$ cat src/rtl/multicycle_alu.sv
// Execute unit: single-cycle ALU ops plus iterative MUL/DIVU/REMU behind valid/ready handshakes.
// One operation in flight; the result is held in DONE until the consumer takes it.
module multicycle_alu #(
  parameter int DATA_WIDTH = 32,
  parameter int SEL_WIDTH  = 4
) (
  input  logic                  clk,
  input  logic                  rst,
  input  logic                  in_valid,
  output logic                  in_ready,
  input  logic [DATA_WIDTH-1:0] operand1,
  input  logic [DATA_WIDTH-1:0] operand2,
  input  logic [SEL_WIDTH-1:0]  opSel,
  output logic                  out_valid,
  input  logic                  out_ready,
  output logic [DATA_WIDTH-1:0] result,
  output logic                  zero,
  output logic                  busy
);

  localparam int SHW = $clog2(DATA_WIDTH);
  localparam logic [SHW-1:0] CNT_INIT = SHW'(DATA_WIDTH - 1);

  localparam logic [1:0] S_IDLE = 2'd0;
  localparam logic [1:0] S_BUSY = 2'd1;
  localparam logic [1:0] S_DONE = 2'd2;

  localparam logic [SEL_WIDTH-1:0] OP_ADD  = 4'h0;
  localparam logic [SEL_WIDTH-1:0] OP_SUB  = 4'h1;
  localparam logic [SEL_WIDTH-1:0] OP_AND  = 4'h2;
  localparam logic [SEL_WIDTH-1:0] OP_OR   = 4'h3;
  localparam logic [SEL_WIDTH-1:0] OP_SLT  = 4'h4;
  localparam logic [SEL_WIDTH-1:0] OP_XOR  = 4'h5;
  localparam logic [SEL_WIDTH-1:0] OP_NOR  = 4'h6;
  localparam logic [SEL_WIDTH-1:0] OP_SLL  = 4'h7;
  localparam logic [SEL_WIDTH-1:0] OP_SRL  = 4'h8;
  localparam logic [SEL_WIDTH-1:0] OP_SGT  = 4'h9;
  localparam logic [SEL_WIDTH-1:0] OP_MUL  = 4'hA;
  localparam logic [SEL_WIDTH-1:0] OP_DIVU = 4'hB;
  localparam logic [SEL_WIDTH-1:0] OP_REMU = 4'hC;
  localparam logic [SEL_WIDTH-1:0] OP_SRA  = 4'hD;

  logic [1:0]            state;
  logic [SHW-1:0]        cnt;
  logic [SEL_WIDTH-1:0]  op_q;
  logic [DATA_WIDTH-1:0] a_q;
  logic [DATA_WIDTH-1:0] b_q;
  logic [DATA_WIDTH-1:0] acc;

  logic [SHW-1:0]        shamt;
  logic [DATA_WIDTH-1:0] alu_res;
  logic                  is_iter;
  logic [DATA_WIDTH:0]   div_shift;
  logic [DATA_WIDTH:0]   div_diff;
  logic                  div_ge;
  logic [DATA_WIDTH-1:0] rem_next;
  logic [DATA_WIDTH-1:0] quo_next;
  logic [DATA_WIDTH-1:0] prod_next;
  logic [DATA_WIDTH-1:0] fin_res;

  assign in_ready  = (state == S_IDLE) && !rst;
  assign out_valid = (state == S_DONE);
  assign busy      = (state == S_BUSY);

  assign shamt   = operand2[SHW-1:0];
  assign is_iter = (opSel == OP_MUL) || (opSel == OP_DIVU) || (opSel == OP_REMU);

  always_comb begin
    alu_res = '0;
    case (opSel)
      OP_ADD:  alu_res = operand1 + operand2;
      OP_SUB:  alu_res = operand1 - operand2;
      OP_AND:  alu_res = operand1 & operand2;
      OP_OR:   alu_res = operand1 | operand2;
      OP_SLT:  alu_res = {{(DATA_WIDTH-1){1'b0}}, (operand1 < operand2)};
      OP_XOR:  alu_res = operand1 ^ operand2;
      OP_NOR:  alu_res = ~(operand1 | operand2);
      OP_SLL:  alu_res = operand1 << shamt;
      OP_SRL:  alu_res = operand1 >> shamt;
      OP_SGT:  alu_res = {{(DATA_WIDTH-1){1'b0}}, (operand1 > operand2)};
      OP_SRA:  alu_res = $unsigned($signed(operand1) >>> shamt);
      default: alu_res = '0;
    endcase
  end

  // Restoring divide: acc holds the partial remainder, a_q shifts dividend bits out
  // at the top while quotient bits enter at the bottom. A zero divisor naturally
  // yields all-ones quotient and the dividend as remainder.
  always_comb begin
    div_shift = {acc, a_q[DATA_WIDTH-1]};
    div_diff  = div_shift - {1'b0, b_q};
    div_ge    = (div_shift >= {1'b0, b_q});
    rem_next  = div_ge ? div_diff[DATA_WIDTH-1:0] : div_shift[DATA_WIDTH-1:0];
    quo_next  = {a_q[DATA_WIDTH-2:0], div_ge};
    prod_next = acc + (b_q[0] ? a_q : '0);
    case (op_q)
      OP_MUL:  fin_res = prod_next;
      OP_DIVU: fin_res = quo_next;
      default: fin_res = rem_next;
    endcase
  end

  always_ff @(posedge clk) begin
    if (rst) begin
      state  <= S_IDLE;
      cnt    <= '0;
      op_q   <= '0;
      a_q    <= '0;
      b_q    <= '0;
      acc    <= '0;
      result <= '0;
      zero   <= 1'b0;
    end else begin
      case (state)
        S_IDLE: begin
          if (in_valid) begin
            if (is_iter) begin
              op_q  <= opSel;
              a_q   <= operand1;
              b_q   <= operand2;
              acc   <= '0;
              cnt   <= CNT_INIT;
              state <= S_BUSY;
            end else begin
              result <= alu_res;
              zero   <= (alu_res == '0);
              state  <= S_DONE;
            end
          end
        end
        S_BUSY: begin
          if (op_q == OP_MUL) begin
            acc <= prod_next;
            a_q <= a_q << 1;
            b_q <= b_q >> 1;
          end else begin
            acc <= rem_next;
            a_q <= quo_next;
          end
          cnt <= cnt - 1'b1;
          if (cnt == '0) begin
            result <= fin_res;
            zero   <= (fin_res == '0);
            state  <= S_DONE;
          end
        end
        S_DONE: begin
          if (out_ready) state <= S_IDLE;
        end
        default: state <= S_IDLE;
      endcase
    end
  end

endmodule

$ cat config.mk
export PLATFORM = sky130hd
export DESIGN_NAME = multicycle_alu
export DESIGN_NICKNAME = d
export VERILOG_FILES = /design/src/rtl/multicycle_alu.sv
export SDC_FILE = /design/constraint.sdc
export NUM_CORES = 1
export LEC_CHECK = 0
export ABC_AREA = 1
export CAP_MARGIN = 30
export CORE_MARGIN = 5
export CORE_UTILIZATION = 45
export DETAILED_ROUTE_END_ITERATION = 10
export RECOVER_POWER = 25
export SYNTH_ARGS = -nofsm -noshare
export SYNTH_HDL_FRONTEND = slang
export SYNTH_SLANG_ARGS = --single-unit
export TNS_END_PERCENT = 100
$ cat constraint.sdc
create_clock -name clk -period 7.7 [get_ports clk]
set_input_delay 1.54 -clock clk [delete_from_list [all_inputs] [get_ports clk]]
set_output_delay 1.54 -clock clk [all_outputs]
set_load 0.03 [all_outputs]
==> qor.yml, run 1 <==
die_w_um: 233
fin_nets: 4553
grt_max_degree: 72
yosys_register_bits: 140
async_reset_ff_share_pct: 0
leakagePower_nw: 13.1
synthTopCellsByArea: "nand2_1 26%, dfxtp_1 13%, nand3_1 12%"
clock.fmax_mhz: 196
areaGrowthSynthToFinish_pct: 9.52
drive_gt1_share_pct: 3.33
hold_buffers: 0
yosys.area.top_type: "nand2_1"
cap_viol_max_count: 0
rsz0062_at_grt: "no"
slew_viol_final: 0
hold_viol: 0
grt_antenna_before_repair: 3
io_pins: 108
worstMarginPinSlew_ns: 1.11
vias: 28755
end_kind: "register"
cp_max_fo: 39
routabilityCongestion: 1.10
totalWireLength_um: 113000
hold_path.class: "register to register"
synthTopCellsByCount: "1,567 x nand2_1, 581 x inv_1, 514 x nand3_1"
cts.sinks: 140
syn_nets: 4555
synth_edf_count: 0
clkTransAtPathRegs_ns: 0.08
clockRootBuffer: "clkbuf_16"
cts_tree: "built"
cp.required_ns: 8.11
cts_setup_buffers: 0
maxSlewHeadroom_pct: 26.0
setup_viol: 0
drc: 0
seq_area_frac_synth_pct: 12.6
synth_top_area_share_pct: 26.3
placed_cells: 4952
start_util_pct: 45.5
fin_skew_ns: 0.0183
yosysMostFrequentCell: "nand2_1"
cp_data_arrival_time_ns: 5.50
wl_per_cell_um: 22.7
clk_path_buf_depth: 2
syn_area_um2: 22300
fin_crit_ns: 5.09
synthFlopType: "dfxtp_1"
run_status: "finished clean"
synthCells: 4309
first_global_vias: 26213
cts-htree-levels: 4
avgSynthCellArea_um2: 5.18
yosysWarnings: 0
worstSetupPathType: "primary input to register"
ir_drop_mv: 0.155
core_area_um2: 49100
post_cts_resized: 0
via_per_inst: 5.77
p_per_area_nw_per_um2: 136
overflow: 0
dpl.hpwl_um: 91800
io_buffers: 107
grt_pass1_wl_um: 164000
rows: 81
post-route-util_pct: 49.8
first_pass_iters: 6
insertion_delay_ns: 0.47
yosysUniqueCellTypes: 53
drt_iter0_drc: 3284
track_usage_pct: 40.2
finalSetupTns_ns: 0
cts_buffers: 17
fin_cells: 4985
fp.dieH_um: 233
ant_nets: 0
finalCritPeriodShare_pct: 66.1
critPathLaunchType: "primary input"
dieArea_um2: 54200
-- critical path, stage by stage --
cell and delay [ns]:
clkdlybuf4s50_1 0.45, buf_4 0.39, inv_1 0.07, buf_4 0.28, ha_1 0.57, inv_1 0.11, nand2_1 0.10, nand3_1 0.18
nand2_1 0.11, nand3_1 0.27, nor2_1 0.18, nor2_1 0.06, nor2_1 0.29, nand2_1 0.15, nor2_1 0.11, nand2_1 0.06
nor2_1 0.11, nand2_1 0.06, nor2_1 0.12, nand2_1 0.08, nand2_1 0.07, nor2_1 0.05, nor2_1 0.08
-- cell type report --
type                            count  area, um2
Antenna cell                        1       2.50
Clock buffer                       17        425
Clock inverter                     15        191
Fill cell                        5635      24600
Inverter                          594       2230
Multi-Input combinational cell   3398      16500
Sequential cell                   140       2800
Tap cell                          664        831
Timing Repair Buffer              156       1460
-- path summary, 6_finish.rpt --
kind	depth (start not counted)	slack [ns]	end	start
worst max register to register	17	3.63	zero$_SDFFE_PP0P_	acc[18]$_SDFFE_PP0P_
worst max-delay path	23	2.61	zero$_SDFFE_PP0P_	operand2[3]
worst min register to register	1	0.46	cnt[0]$_SDFFE_PP0P_	cnt[0]$_SDFFE_PP0P_
worst min-delay path	1	0.46	cnt[0]$_SDFFE_PP0P_	cnt[0]$_SDFFE_PP0P_
-- power breakdown --
group	switching [mW]	total, mW	leakage (nW)	internal (mW)
Combinational	1.19	1.65	11.7	0.462
Sequential	0.0436	0.812	1.14	0.768
Clock	0.428	0.870	0.300	0.442
-- metrics by stage --
step	power, mW	setup slack (ns)	hold WS (ns)	area, um2
floorplan	1.86	3.65	0.422	22300
global placement	2.42	2.26	0.444	23800
detailed placement	2.42	2.28	0.441	23800
CTS	3.28	2.76	0.458	24500
global route	3.50	2.34	0.480	24400
finish	3.33	2.61	0.462	24400
-- sequential cells by signal, indices dropped and copies added (netlist names) --
signal,flops
zero,1
acc,32
state,2
op_q,4
result,32
b_q,32
cnt,5
a_q,32
-- cell usage in the layout, fill, tap and decap left out, drive strengths merged, types with 2 or more instances in the layout --
| cell type | count |
|---|---|
| nand2 | 1582 |
| inv | 595 |
| nand3 | 524 |
| nor2 | 410 |
| a21oi | 263 |
| o21ai | 176 |
| ha | 170 |
| dfxtp | 140 |
| a31oi | 72 |
| clkdlybuf4s50 | 68 |
| buf | 51 |
| dlygate4sd3 | 36 |
| o211ai | 35 |
| nand4 | 34 |
| nor3 | 23 |
| nand3b | 18 |
| clkbuf | 18 |
| o21bai | 15 |
| o22ai | 14 |
| clkinv | 14 |
| or2 | 9 |
| xor2 | 8 |
| xnor2 | 7 |
| a221oi | 6 |
| nor4 | 4 |
| o221ai | 4 |
| fa | 4 |
| o21a | 3 |
| o2111ai | 3 |
| a21boi | 3 |
| a21o | 2 |
| and2 | 2 |
| a22o | 2 |
-- cells by family after synthesis --
group,after synthesis,share of synthesized area (%)
flops,140,12.6
fa+ha+maj,174,9.89
compound gates,599,14.9
xor+xnor,15,0.588
simple gates,2610,48.5
buf+inv,771,13.6
-- routing by layer --
metal / vias to the layer above / share of wire (%) / GRT usage (%)
met4: 4 / 9.2 / 29.7
met3: 383 / 9.6 / 6.77
met1: 12971 / 38 / 49.9
met2: 1608 / 43 / 62.6
met5: - / 0.020 / 0
li1: 13789 / - / -
(Power assumes the default switching activity.)
==> inputs of run 2 (changes only) <==
- clock period: 7.7 -> 5.11 ns (I/O delays scaled with it)
==> run 2 against run 1 <==
Effect of this change:
- total power rose by 52%
- hold slack got worse by 0.0030 ns
- flip-flop and latch count did not move
- register-to-register slack got worse by 2.6 ns
- wire length rose by 2.5%
==> qor.yml, run 2 (same netlist as run 1, synthesis figures left out) <==
run_status: "finished clean"  # unchanged
areaGrowthSynthToFinish_pct: 11.8  # was 9.52%
track_usage_pct: 41.5  # was 40.2%
cp.required_ns: 5.51  # was 8.11 ns
clock.fmax_mhz: 210
cap_viol_max_count: 0  # unchanged
cts.sinks: 140  # unchanged
cts-htree-levels: 4  # unchanged
ir_drop_mv: 0.190  # was 0.155 mV
clkTransAtPathRegs_ns: 0.07  # was 0.08 ns
final_cell_mix: "1,567 x nand2_1, 579 x inv_1, 514 x nand3_1"  # unchanged
routabilityCongestion: 1.14  # was 1.10
grt_antenna_before_repair: 3  # unchanged
fin_crit_ns: 4.76
fin_skew_ns: 0.0155  # was 0.0183 ns
placed_area_um2: 24400  # was 23,800 um2
totalWireLength_um: 116000  # was 113,000 um
hold_viol: 0  # unchanged
dpl.hpwl_um: 94700  # was 91,800 um
drc: 0  # unchanged
design_area_um2: 25000  # was 24,400 um2
core_area_um2: 49100  # unchanged
placed_cells: 5023  # was 4,952
rsz0062_at_grt: "no"  # unchanged
cp_max_fo: 10  # was 39
via_per_inst: 5.76  # was 5.77
grt_max_degree: 83  # was 72
first_global_vias: 26572  # was 26,213
post_cts_resized: 0  # unchanged
finalCritPeriodShare_pct: 93.2
hold_buffers: 0  # unchanged
start_util_pct: 45.5  # unchanged
ant_nets: 0  # unchanged
rows: 81  # unchanged
worstMarginPinSlew_ns: 1.02  # was 1.11 ns
maxSlewHeadroom_pct: 32.1  # was 26.0%
overflow: 0  # unchanged
insertion_delay_ns: 0.47  # about the same
critPathLaunchType: "primary input"  # unchanged
cts_tree: "built"  # unchanged
vias: 29137  # was 28,755
hold_ws_ns: 0.459  # was 0.462 ns
first_pass_iters: 7  # was 6
clk_path_buf_depth: 2  # unchanged
slew_viol_final: 0  # unchanged
p_per_area_nw_per_um2: 202  # was 136 nW/um2
cp_data_arrival_time_ns: 5.17  # was 5.50 ns
hold_path.class: "register to register"  # unchanged
wl_per_cell_um: 23.0  # was 22.7 um
leakagePower_nw: 13.4  # was 13.1 nW
die_w_um: 233  # unchanged
clockRootBuffer: "clkbuf_16"  # unchanged
io_pins: 108  # unchanged
grt_pass1_wl_um: 168000  # was 164,000 um
cts_buffers: 17  # unchanged
cts_setup_buffers: 0  # unchanged
fin_nets: 4624  # was 4,553
fp.dieH_um: 233  # unchanged
post-route-util_pct: 50.9  # was 49.8%
end_kind: "register"  # unchanged
fin_cells: 5056  # was 4,985
drt_iter0_drc: 3286  # was 3,284
dieArea_um2: 54200  # unchanged
setup_viol: 0  # unchanged
worstSetupPathType: "primary input to register"  # unchanged
drive_gt1_share_pct: 4.85  # was 3.33%
final_common_cell: "nand2_1"  # unchanged
io_buffers: 107  # unchanged
==> run 2: worst max-delay path, cell delays in order <==
cell             delay, ns
clkdlybuf4s50_1       0.97
inv_1                 0.10
ha_1                  0.49
nor2_1                0.30
nand2_1               0.19
nor2_1                0.12
nand2_1               0.10
nand3_1               0.27
nand3_1               0.29
a21oi_1               0.21
nor2_1                0.06
nor2_1                0.40
nand2_1               0.10
nor2_1                0.10
nand2_1               0.06
nor2_1                0.10
nand2_1               0.06
nand2_1               0.06
nor2_1                0.05
nor2_1                0.08
==> run 2: stage by stage <==
step	setup TNS (ns)	setup slack (ns)	power [mW]
floorplan	0	1.58	2.80
global placement	-0.0716	-0.0515	3.71
detailed placement	0	0.0296	3.70
CTS	0	0.502	4.97
global route	0	0.217	5.29
finish	0	0.349	5.05
==> run 2: area by class of cell <==
| type | count | area, um2 |
|---|---|---|
| multi-input cells | 3398 | 16500 |
| clock buffers | 17 | 425 |
| well taps | 664 | 831 |
| inverters | 594 | 2230 |
| flip-flops and latches | 140 | 2800 |
| clock inverters | 15 | 151 |
| repair buffers | 227 | 2000 |
| diodes | 1 | 2.50 |
| fillers | 5614 | 24100 |
==> run 2: path summary, 6_finish.rpt <==
path / from / endpoint / slack, ns / depth (start not counted)
min: cnt[0]$_SDFFE_PP0P_ / cnt[0]$_SDFFE_PP0P_ / 0.46 / 1
max: operand1[10] / zero$_SDFFE_PP0P_ / 0.35 / 20
max reg2reg: b_q[0]$_SDFFE_PP0P_ / zero$_SDFFE_PP0P_ / 0.99 / 25
min reg2reg: cnt[0]$_SDFFE_PP0P_ / cnt[0]$_SDFFE_PP0P_ / 0.46 / 1
==> run 2: power breakdown <==
group	switching (mW)	internal, mW	leakage (nW)
Combinational	1.81	0.734	12.0
Sequential	0.0644	1.16	1.14
Clock	0.595	0.687	0.280
Total	2.47	2.58	13.4
==> run 2: metal layers <==
layer	up-vias	global-route usage, %	part of all wire, %	wire length [um]
met4	4	34.9	10	12200
li1	13931	-	-	-
met3	439	9.18	9.8	11400
met2	1712	63.2	42	48700
met5	-	0	0.028	32
met1	13051	49.4	38	43800
